==> src/rtl/move_queue_pkg.sv <==
// Shared definitions for the move queue: assembler FSM encoding, payload
// word count, default widths and the packed descriptor layout
// {dir, duration, increment, incinc}.
package move_pkg;

    localparam int MOVE_PAYLOAD_WORDS = 3;
    localparam int MOVE_WORD_W        = 64;
    localparam int MOVE_DEPTH_BITS    = 2;

    // Assembler progress through one move message.
    typedef enum logic [1:0] {
        IDLE  = 2'd0,
        W_DUR = 2'd1,
        W_INC = 2'd2,
        W_ACC = 2'd3
    } move_state_e;

    // Descriptor layout at the default word width; the RTL uses the same
    // field order as a flat vector so WORD_W can be overridden.
    typedef struct packed {
        logic                   dir;
        logic [MOVE_WORD_W-1:0] duration;
        logic [MOVE_WORD_W-1:0] increment;
        logic [MOVE_WORD_W-1:0] incinc;
    } move_desc_t;

    // Stored descriptor width for a given payload word width.
    function automatic int desc_width(input int word_w);
        return 1 + MOVE_PAYLOAD_WORDS * word_w;
    endfunction

endpackage

==> src/rtl/move_queue_if.sv <==
// Bundle of upstream message, downstream head and status/control signals of
// the move queue. The flush signal exists only with MOVE_QUEUE_FLUSH_EN.
interface move_queue_if #(
    parameter int WORD_W     = 64,
    parameter int DEPTH_BITS = 2
);
    logic                  hdr_valid;
    logic                  hdr_dir;
    logic                  word_valid;
    logic [WORD_W-1:0]     word_data;
    logic                  mv_valid;
    logic                  mv_dir;
    logic [WORD_W-1:0]     mv_duration;
    logic [WORD_W-1:0]     mv_increment;
    logic [WORD_W-1:0]     mv_incinc;
    logic                  mv_pop;
    logic [DEPTH_BITS:0]   count;
    logic                  full;
    logic                  overflow;
    logic                  underrun;
    logic                  proto_err;
    logic                  clear_err;
`ifdef MOVE_QUEUE_FLUSH_EN
    logic                  flush;
`endif

    // Message source / step engine side.
    modport master (
        output hdr_valid, hdr_dir, word_valid, word_data, mv_pop, clear_err,
`ifdef MOVE_QUEUE_FLUSH_EN
        output flush,
`endif
        input  mv_valid, mv_dir, mv_duration, mv_increment, mv_incinc,
        input  count, full, overflow, underrun, proto_err
    );

    // Queue side.
    modport slave (
        input  hdr_valid, hdr_dir, word_valid, word_data, mv_pop, clear_err,
`ifdef MOVE_QUEUE_FLUSH_EN
        input  flush,
`endif
        output mv_valid, mv_dir, mv_duration, mv_increment, mv_incinc,
        output count, full, overflow, underrun, proto_err
    );
endinterface

==> src/rtl/move_queue_mem.sv <==
// Descriptor storage: register array with one synchronous write port and one
// asynchronous read port.
module move_queue_mem #(
    parameter int ADDR_W = 2,
    parameter int DATA_W = 193
) (
    input  logic              clk,
    input  logic              resetn,
    input  logic              i_we,
    input  logic [ADDR_W-1:0] i_waddr,
    input  logic [DATA_W-1:0] i_wdata,
    input  logic [ADDR_W-1:0] i_raddr,
    output logic [DATA_W-1:0] o_rdata
);
    logic [DATA_W-1:0] r_mem [0:(1<<ADDR_W)-1];

    // Write the committed descriptor into its slot.
    // NOTE: the array is reset because the head outputs read it directly and
    // must show zero after reset; an unreset array would expose X there.
    always_ff @(posedge clk or negedge resetn) begin
        if (!resetn) begin
            for (int i = 0; i < (1 << ADDR_W); i++) begin
                r_mem[i] <= '0;
            end
        end else if (i_we) begin
            r_mem[i_waddr] <= i_wdata;
        end
    end

    assign o_rdata = r_mem[i_raddr];
endmodule

==> src/rtl/move_queue.sv <==
// Move queue: assembles header + three payload words into a descriptor and
// buffers it in a circular FIFO for the step engine.
// Optional build macro MOVE_QUEUE_FLUSH_EN adds a synchronous flush input.
module move_queue
    import move_pkg::*;
#(
    parameter int DEPTH_BITS = MOVE_DEPTH_BITS,
    parameter int WORD_W     = MOVE_WORD_W
) (
    input logic         clk,
    input logic         resetn,
    move_queue_if.slave bus
);
    localparam int                  DEPTH     = 1 << DEPTH_BITS;
    localparam int                  DESC_W    = desc_width(WORD_W);
    localparam logic [DEPTH_BITS:0] DEPTH_CNT = (DEPTH_BITS+1)'(DEPTH);

    move_state_e           r_state, w_state_nxt;
    logic                  r_dir;
    logic [WORD_W-1:0]     r_dur, r_inc;
    logic [DEPTH_BITS-1:0] r_wr_ptr, r_rd_ptr;
    logic [DEPTH_BITS:0]   r_count;
    logic                  r_overflow, r_underrun, r_proto_err;

    logic                  w_flush, w_commit, w_full, w_push, w_pop_ok;
    logic                  w_ovf_evt, w_unr_evt, w_proto_evt;
    logic [DESC_W-1:0]     w_wdata, w_rdata;

`ifdef MOVE_QUEUE_FLUSH_EN
    assign w_flush = bus.flush;
`else
    assign w_flush = 1'b0;
`endif

    // A header always wins over a word in the same cycle, so it suppresses the commit.
    assign w_commit    = !w_flush && (r_state == W_ACC) && bus.word_valid && !bus.hdr_valid;
    assign w_full      = (r_count == DEPTH_CNT);
    assign w_pop_ok    = !w_flush && bus.mv_pop && (r_count != '0);
    // A pop in the same cycle frees the slot, so a full queue still accepts.
    assign w_push      = w_commit && (!w_full || bus.mv_pop);
    assign w_ovf_evt   = w_commit && w_full && !bus.mv_pop;
    assign w_unr_evt   = !w_flush && bus.mv_pop && (r_count == '0);
    assign w_proto_evt = !w_flush && bus.hdr_valid && (r_state != IDLE);
    assign w_wdata     = {r_dir, r_dur, r_inc, bus.word_data};

    // Assembler state register.
    // NOTE: all sequential state uses non-blocking assignment so every
    // register samples pre-edge values regardless of block ordering.
    always_ff @(posedge clk or negedge resetn) begin
        if (!resetn) r_state <= IDLE;
        else         r_state <= w_state_nxt;
    end

    // Assembler next state; a header restarts the message from any state.
    // NOTE: the default assignment first keeps this block free of latches.
    always_comb begin
        w_state_nxt = r_state;
        if (w_flush) begin
            w_state_nxt = IDLE;
        end else if (bus.hdr_valid) begin
            w_state_nxt = W_DUR;
        end else if (bus.word_valid) begin
            unique case (r_state)
                W_DUR:   w_state_nxt = W_INC;
                W_INC:   w_state_nxt = W_ACC;
                W_ACC:   w_state_nxt = IDLE;
                default: w_state_nxt = IDLE;
            endcase
        end
    end

    // Staging registers for direction, duration and increment.
    always_ff @(posedge clk or negedge resetn) begin
        if (!resetn) begin
            r_dir <= 1'b0;
            r_dur <= '0;
            r_inc <= '0;
        end else if (!w_flush) begin
            if (bus.hdr_valid) begin
                r_dir <= bus.hdr_dir;
            end else if (bus.word_valid) begin
                if (r_state == W_DUR) r_dur <= bus.word_data;
                if (r_state == W_INC) r_inc <= bus.word_data;
            end
        end
    end

    // Circular pointers and occupancy count.
    always_ff @(posedge clk or negedge resetn) begin
        if (!resetn) begin
            r_wr_ptr <= '0;
            r_rd_ptr <= '0;
            r_count  <= '0;
        end else if (w_flush) begin
            r_wr_ptr <= '0;
            r_rd_ptr <= '0;
            r_count  <= '0;
        end else begin
            if (w_push)   r_wr_ptr <= r_wr_ptr + 1'b1;
            if (w_pop_ok) r_rd_ptr <= r_rd_ptr + 1'b1;
            if (w_push && !w_pop_ok)      r_count <= r_count + 1'b1;
            else if (!w_push && w_pop_ok) r_count <= r_count - 1'b1;
        end
    end

    // Sticky error flags; a new event beats a simultaneous clear.
    always_ff @(posedge clk or negedge resetn) begin
        if (!resetn) begin
            r_overflow  <= 1'b0;
            r_underrun  <= 1'b0;
            r_proto_err <= 1'b0;
        end else begin
            r_overflow  <= w_ovf_evt   || (r_overflow  && !bus.clear_err);
            r_underrun  <= w_unr_evt   || (r_underrun  && !bus.clear_err);
            r_proto_err <= w_proto_evt || (r_proto_err && !bus.clear_err);
        end
    end

    move_queue_mem #(
        .ADDR_W (DEPTH_BITS),
        .DATA_W (DESC_W)
    ) u_mem (
        .clk     (clk),
        .resetn  (resetn),
        .i_we    (w_push),
        .i_waddr (r_wr_ptr),
        .i_wdata (w_wdata),
        .i_raddr (r_rd_ptr),
        .o_rdata (w_rdata)
    );

    assign bus.mv_valid = (r_count != '0);
    assign {bus.mv_dir, bus.mv_duration, bus.mv_increment, bus.mv_incinc} = w_rdata;
    assign bus.count     = r_count;
    assign bus.full      = w_full;
    assign bus.overflow  = r_overflow;
    assign bus.underrun  = r_underrun;
    assign bus.proto_err = r_proto_err;
endmodule
==> src/flat_wrapper.sv <==
// flat-port wrapper written by rule: the top's interface ports become plain ports
module move_queue_flat import move_pkg::*;
#(
    parameter int DEPTH_BITS = MOVE_DEPTH_BITS,
    parameter int WORD_W     = MOVE_WORD_W
)
  (clk, resetn, bus_hdr_valid, bus_hdr_dir, bus_word_valid, bus_word_data, bus_mv_pop, bus_clear_err, bus_mv_valid, bus_mv_dir, bus_mv_duration, bus_mv_increment, bus_mv_incinc, bus_count, bus_full, bus_overflow, bus_underrun, bus_proto_err);
  move_queue_if #(.WORD_W(WORD_W), .DEPTH_BITS(DEPTH_BITS)) bus_i ();
  input logic clk;
  input logic resetn;
  input wire logic [$bits(bus_i.hdr_valid)-1:0] bus_hdr_valid;
  input wire logic [$bits(bus_i.hdr_dir)-1:0] bus_hdr_dir;
  input wire logic [$bits(bus_i.word_valid)-1:0] bus_word_valid;
  input wire logic [$bits(bus_i.word_data)-1:0] bus_word_data;
  input wire logic [$bits(bus_i.mv_pop)-1:0] bus_mv_pop;
  input wire logic [$bits(bus_i.clear_err)-1:0] bus_clear_err;
  output wire logic [$bits(bus_i.mv_valid)-1:0] bus_mv_valid;
  output wire logic [$bits(bus_i.mv_dir)-1:0] bus_mv_dir;
  output wire logic [$bits(bus_i.mv_duration)-1:0] bus_mv_duration;
  output wire logic [$bits(bus_i.mv_increment)-1:0] bus_mv_increment;
  output wire logic [$bits(bus_i.mv_incinc)-1:0] bus_mv_incinc;
  output wire logic [$bits(bus_i.count)-1:0] bus_count;
  output wire logic [$bits(bus_i.full)-1:0] bus_full;
  output wire logic [$bits(bus_i.overflow)-1:0] bus_overflow;
  output wire logic [$bits(bus_i.underrun)-1:0] bus_underrun;
  output wire logic [$bits(bus_i.proto_err)-1:0] bus_proto_err;
  assign bus_i.hdr_valid = bus_hdr_valid;
  assign bus_i.hdr_dir = bus_hdr_dir;
  assign bus_i.word_valid = bus_word_valid;
  assign bus_i.word_data = bus_word_data;
  assign bus_i.mv_pop = bus_mv_pop;
  assign bus_i.clear_err = bus_clear_err;
  assign bus_mv_valid = bus_i.mv_valid;
  assign bus_mv_dir = bus_i.mv_dir;
  assign bus_mv_duration = bus_i.mv_duration;
  assign bus_mv_increment = bus_i.mv_increment;
  assign bus_mv_incinc = bus_i.mv_incinc;
  assign bus_count = bus_i.count;
  assign bus_full = bus_i.full;
  assign bus_overflow = bus_i.overflow;
  assign bus_underrun = bus_i.underrun;
  assign bus_proto_err = bus_i.proto_err;
  move_queue #(.DEPTH_BITS(DEPTH_BITS), .WORD_W(WORD_W)) u_core (.clk(clk), .resetn(resetn), .bus(bus_i));
endmodule
==> config.mk <==
export PLATFORM = sky130hd
export DESIGN_NAME = move_queue_flat
export DESIGN_NICKNAME = d
export VERILOG_FILES = /design/src/rtl/move_queue_pkg.sv /design/src/rtl/move_queue_if.sv /design/src/rtl/move_queue_mem.sv /design/src/rtl/move_queue.sv /design/src/flat_wrapper.sv
export SDC_FILE = /design/constraint.sdc
export NUM_CORES = 1
export LEC_CHECK = 0
export CAP_MARGIN = 20
export CORE_MARGIN = 10
export CORE_UTILIZATION = 25
export DETAILED_ROUTE_END_ITERATION = 10
export GPL_ROUTABILITY_DRIVEN = 0
export SYNTH_ARGS = -nofsm -noshare
export SYNTH_HDL_FRONTEND = slang
export SYNTH_HIERARCHICAL = 1
export SYNTH_SLANG_ARGS = --single-unit
==> constraint.sdc <==
create_clock -name clk -period 2.2 [get_ports clk]
set_clock_uncertainty 0.2 [all_clocks]
set_input_delay 0.44 -clock clk [delete_from_list [all_inputs] [get_ports clk]]
set_output_delay 0.44 -clock clk [all_outputs]
set_load 0.01 [all_outputs]
==> summary.txt <==
Floorplanning
  – Die W: 413 um
  – Total number of placement rows: about 140
  – Initial core utilization: ~25%
  – Die height: ~410 um
  – Die outline area: 170000 um2
  – Area of the placeable core: 154000 um2
  – I/O pin count: approximately 270

STA
  – Total negative slack for setup checks: -390990 ps
  – Maximum operating frequency: between 0.3 and 0.4 GHz
  – Setup violation total in the final timing report: 969
  – Final max-slew violation count: 0
  – Pin slew with the least headroom to its limit: roughly 600 ps
  – Min Tclk post-route: around 3200 ps
  – RSZ-0062 raised after global routing: yes
  – Number of hold violations in the final report: 0
  – Ratio of final minimum period to clock period: 144%
  – Final WS setup: -961 ps
  – Worst relative slew slack: 60.7%

Drt
  – Total wirelength of the detailed-routed design: 106000 um
  – Antenna Violating Nets Remaining: 0
  – DRT Pass-1 Iters: 6
  – Wire per inst: approximately 21 um
  – Average vias per placed instance: 4.40
  – Routed vias: 21.7k
  – Initial detailed-routing violation count: about 1.1k
  – Remaining design rule violation count: 0

Synth
  – Proportion of netlist area held by the largest area contributor: 59.2%
  – Synth area leaders: sky130_fd_sc_hd__dfrtp_1 (59%), sky130_fd_sc_hd__mux2_2 (23%), sky130_fd_sc_hd__mux4_2 (11%), sky130_fd_sc_hd__mux2_1 (3.7%), sky130_fd_sc_hd__buf_2 (0.77%)
  – Most instantiated cells after synthesis: sky130_fd_sc_hd__dfrtp_1 (913), sky130_fd_sc_hd__mux2_2 (774), sky130_fd_sc_hd__mux4_2 (193)
  – Number of instances in the synthesized netlist: about 2.2k
  – Mean post-synth cell area: 17.6 um2
  – Number of enable flip-flop cells after synthesis: 0
  – Share of synthesized area occupied by flip-flops and latches: 59.2%
  – Share of flip-flops with an asynchronous set or reset: between 90% and 100%
  – Most common cell in the synthesized netlist: sky130_fd_sc_hd__dfrtp_1
  – Cell area after technology mapping: about 39000 um2
  – Unique cell type count in the Yosys netlist: 30
  – Number of warnings reported in the yosys synthesis log: 6
  – Most frequently used flop master after synthesis: sky130_fd_sc_hd__dfrtp_1
  – Synth Net Count: 2268
  – Count of state elements after synthesis: 913
  – Top cell type by total area after synthesis: sky130_fd_sc_hd__dfrtp_1

Finish
  – Layout-stage area growth over the synthesis result: 34.0%
  – Share of final-layout standard cells stronger than drive strength 1: 58.9%
  – Number of fill cells: between 10k and 15k
  – Post-layout util: 33.7%
  – Count of non-filler cells in the finished layout: 4928
  – Final net count: 2875

GRT
  – Largest net degree at the start of global routing: 81
  – Overall global routing resource usage: 11.8%
  – GR Util met3: 2.35%
  – Met2 track utilization from global routing: 19.0%
  – Initial antenna violation count: 6
  – Number of global-route vias before repair: 23.3k
  – Wire length of the first global-routing pass: 155000 um
  – Total global routing overflow: 0
  – Met1 routing resource usage after global routing: 16.3%
  – Peak-usage layer in the global routing report: met2

Outcome
  – Failing checks: setup timing
  – Run status: finished with violations

Worst setup path
  – Launch point of the worst reg-to-reg path: u_core/bus.count[1]
  – Setup crit end kind: output pin
  – WP data required: 1560 ps
  – CP Class: reg2out
  – Critical path launch point type: register
  – Destination of the worst register-to-register timing path: u_core/u_mem/r_mem[128]
  – Length in cells of the worst reg-to-reg path: 10
  – Data arrival at the endpoint of the critical path: 2520 ps
  – FF-to-FF setup slack: -490 ps
  – Critical-path maximum fanout: 7

Clock network
  – Clock sink total: 913
  – Buffer type at the clock tree root: sky130_fd_sc_hd__clkbuf_16
  – Worst skew pair latency: 730 ps
  – CTS buffer count: 102
  – CTS max path bufs: 3
  – Clock tree from TritonCTS: built
  – CTS clk-pin slew, worst paths: 60 ps
  – H-tree lvl count: 3

Pwr
  – Static Leakage: around 25 nW
  – Overall Power: 62.8 mW
  – Peak supply drop: 0.703 mV
  – Power per standard cell area: 1210 nW/um2

Worst hold path
  – Min-Delay Path Class: in2async

Place
  – I/O Buffers: 271
  – Inst Count DP: approximately 4.6k
  – Half-perimeter wire length after placement: 67300 um

Flow run
  – Number of violations of the max-capacitance limit: 0
## metrics by stage
| stage | worst slack (ps) | instance area (um2) | hold slack [ps] |
|---|---|---|---|
| after detailed placement | -751 | 45800 | 233 |
| final | -961 | 51700 | 94.1 |
| after global placement | -742 | 45800 | 234 |
| after global routing | -1060 | 51700 | 44.1 |
| after floorplan | -30.3 | 38700 | -55.6 |
| after CTS | -1200 | 50200 | 7.45 |
## cell usage in the layout, fill, tap and decap left out, types with 2 or more instances in the layout
| cell type | netlist | routed |
|---|---|---|
| sky130_fd_sc_hd__buf_12 | 0 | 97 |
| sky130_fd_sc_hd__buf_16 | 0 | 20 |
| sky130_fd_sc_hd__buf_2 | 59 | 16 |
| sky130_fd_sc_hd__buf_4 | 39 | 166 |
| sky130_fd_sc_hd__buf_6 | 22 | 152 |
| sky130_fd_sc_hd__buf_8 | 0 | 24 |
| sky130_fd_sc_hd__bufinv_16 | 0 | 5 |
| sky130_fd_sc_hd__clkbuf_1 | 2 | 26 |
| sky130_fd_sc_hd__clkbuf_16 | 0 | 123 |
| sky130_fd_sc_hd__clkbuf_2 | 0 | 59 |
| sky130_fd_sc_hd__clkbuf_8 | 0 | 27 |
| sky130_fd_sc_hd__clkdlybuf4s15_1 | 0 | 2 |
| sky130_fd_sc_hd__clkdlybuf4s50_1 | 0 | 72 |
| sky130_fd_sc_hd__clkinv_16 | 0 | 3 |
| sky130_fd_sc_hd__clkinv_2 | 0 | 11 |
| sky130_fd_sc_hd__clkinv_4 | 0 | 2 |
| sky130_fd_sc_hd__clkinv_8 | 0 | 3 |
| sky130_fd_sc_hd__clkinvlp_4 | 0 | 5 |
| sky130_fd_sc_hd__dfrtp_1 | 913 | 910 |
| sky130_fd_sc_hd__dfrtp_4 | 0 | 2 |
| sky130_fd_sc_hd__diode_2 | 0 | 2 |
| sky130_fd_sc_hd__dlygate4sd2_1 | 0 | 4 |
| sky130_fd_sc_hd__dlymetal6s2s_1 | 0 | 8 |
| sky130_fd_sc_hd__ha_1 | 5 | 4 |
| sky130_fd_sc_hd__inv_1 | 8 | 8 |
| sky130_fd_sc_hd__inv_6 | 0 | 2 |
| sky130_fd_sc_hd__mux2_1 | 128 | 128 |
| sky130_fd_sc_hd__mux2_2 | 774 | 685 |
| sky130_fd_sc_hd__mux2_4 | 0 | 89 |
| sky130_fd_sc_hd__mux4_2 | 193 | 193 |
| sky130_fd_sc_hd__nand2_4 | 2 | 2 |
| sky130_fd_sc_hd__nand3_1 | 3 | 2 |
| sky130_fd_sc_hd__nand3b_1 | 2 | 2 |
| sky130_fd_sc_hd__nor2_1 | 2 | 2 |
| sky130_fd_sc_hd__o22ai_1 | 2 | 2 |
| sky130_fd_sc_hd__xnor2_1 | 4 | 4 |
| sky130_fd_sc_hd__xor2_1 | 3 | 3 |
## per-layer routing
| layer | wire length, um | vias to the layer above | share of wire, % |
|---|---|---|---|
| li1 | - | 9442 | - |
| met1 | 48900 | 11800 | 46 |
| met2 | 50500 | 364 | 48 |
| met3 | 4570 | 125 | 4.3 |
| met4 | 1830 | 2 | 1.7 |
| met5 | 10 | - | 0.0094 |
## sequential cells by signal (all words and copies together) (netlist names)
signal	flops
u_core/bus.proto_err	1
u_core/r_dir	1
u_core/bus.overflow	1
u_core/r_rd_ptr	2
u_core/r_dur	64
u_core/bus.count	3
u_core/r_inc	64
u_core/bus.underrun	1
u_core/r_wr_ptr	2
u_core/r_state	2
u_core/u_mem/r_mem	772
## worst max-delay path by stage
stage	startpoint	to	slack, ps	depth (start not counted)
after floorplan	bus_hdr_valid	u_core/u_mem/r_mem[594]	-30	6
after global placement	bus_hdr_valid	u_core/u_mem/r_mem[595]	-740	7
after detailed placement	bus_mv_pop	u_core/u_mem/r_mem[492]	-750	7
after CTS	u_core/r_rd_ptr[0]	bus_mv_incinc[62]	-1200	4
after global routing	u_core/r_rd_ptr[0]	bus_mv_incinc[31]	-1060	7
final	u_core/r_rd_ptr[0]	bus_mv_increment[28]	-960	7
## critical path: stages, from the launching register on
cell and delay [ps]:
sky130_fd_sc_hd__dfrtp_4 500, sky130_fd_sc_hd__buf_12 160, sky130_fd_sc_hd__buf_12 130, sky130_fd_sc_hd__buf_16 130, sky130_fd_sc_hd__buf_12 140, sky130_fd_sc_hd__buf_6 120, sky130_fd_sc_hd__mux4_2 470, sky130_fd_sc_hd__buf_6 150
## what timing repair did
action,in CTS,in global routing
endpoints found under the hold margin,633,0
setup endpoints to repair,957,975
resized for setup,587,465
hold buffers,1,0
gates cloned,13,20
pin swaps,1,1
setup buffers,45,58
## final cells by class
class	count	area (um2)	area share, %
flip-flops and latches	913	22900	44.2
multi-input cells	1131	15200	29.4
repair buffers	642	7600	14.7
clock buffers	156	3050	5.89
well taps	2044	2560	4.94
clock inverters	32	428	0.827
inverters	8	30.0	0.0580
diodes	2	5.00	0.00967
## cells by family (layout without fill, tap and decap cells)
group,count (synthesis),in the layout,share of synthesized area (%)
flops,913,913,59.2
simple gates,18,18,0.334
compound gates,4,4,0.0648
fa+ha+maj,6,6,0.214
xor+xnor,7,7,0.159
other cells,0,2,0
mux,1096,1096,37.6
buf+inv,147,838,2.43
## where the power goes
| group | internal (mW) | switching, mW | leakage, nW |
|---|---|---|---|
| logic | 12.8 | 8.39 | 10.9 |
| registers | 21.5 | 2.85 | 12.2 |
| clock network | 10.2 | 7.16 | 1.69 |
| total | 44.4 | 18.4 | 24.7 |
Note: power is estimated with default switching activity, not from simulation.
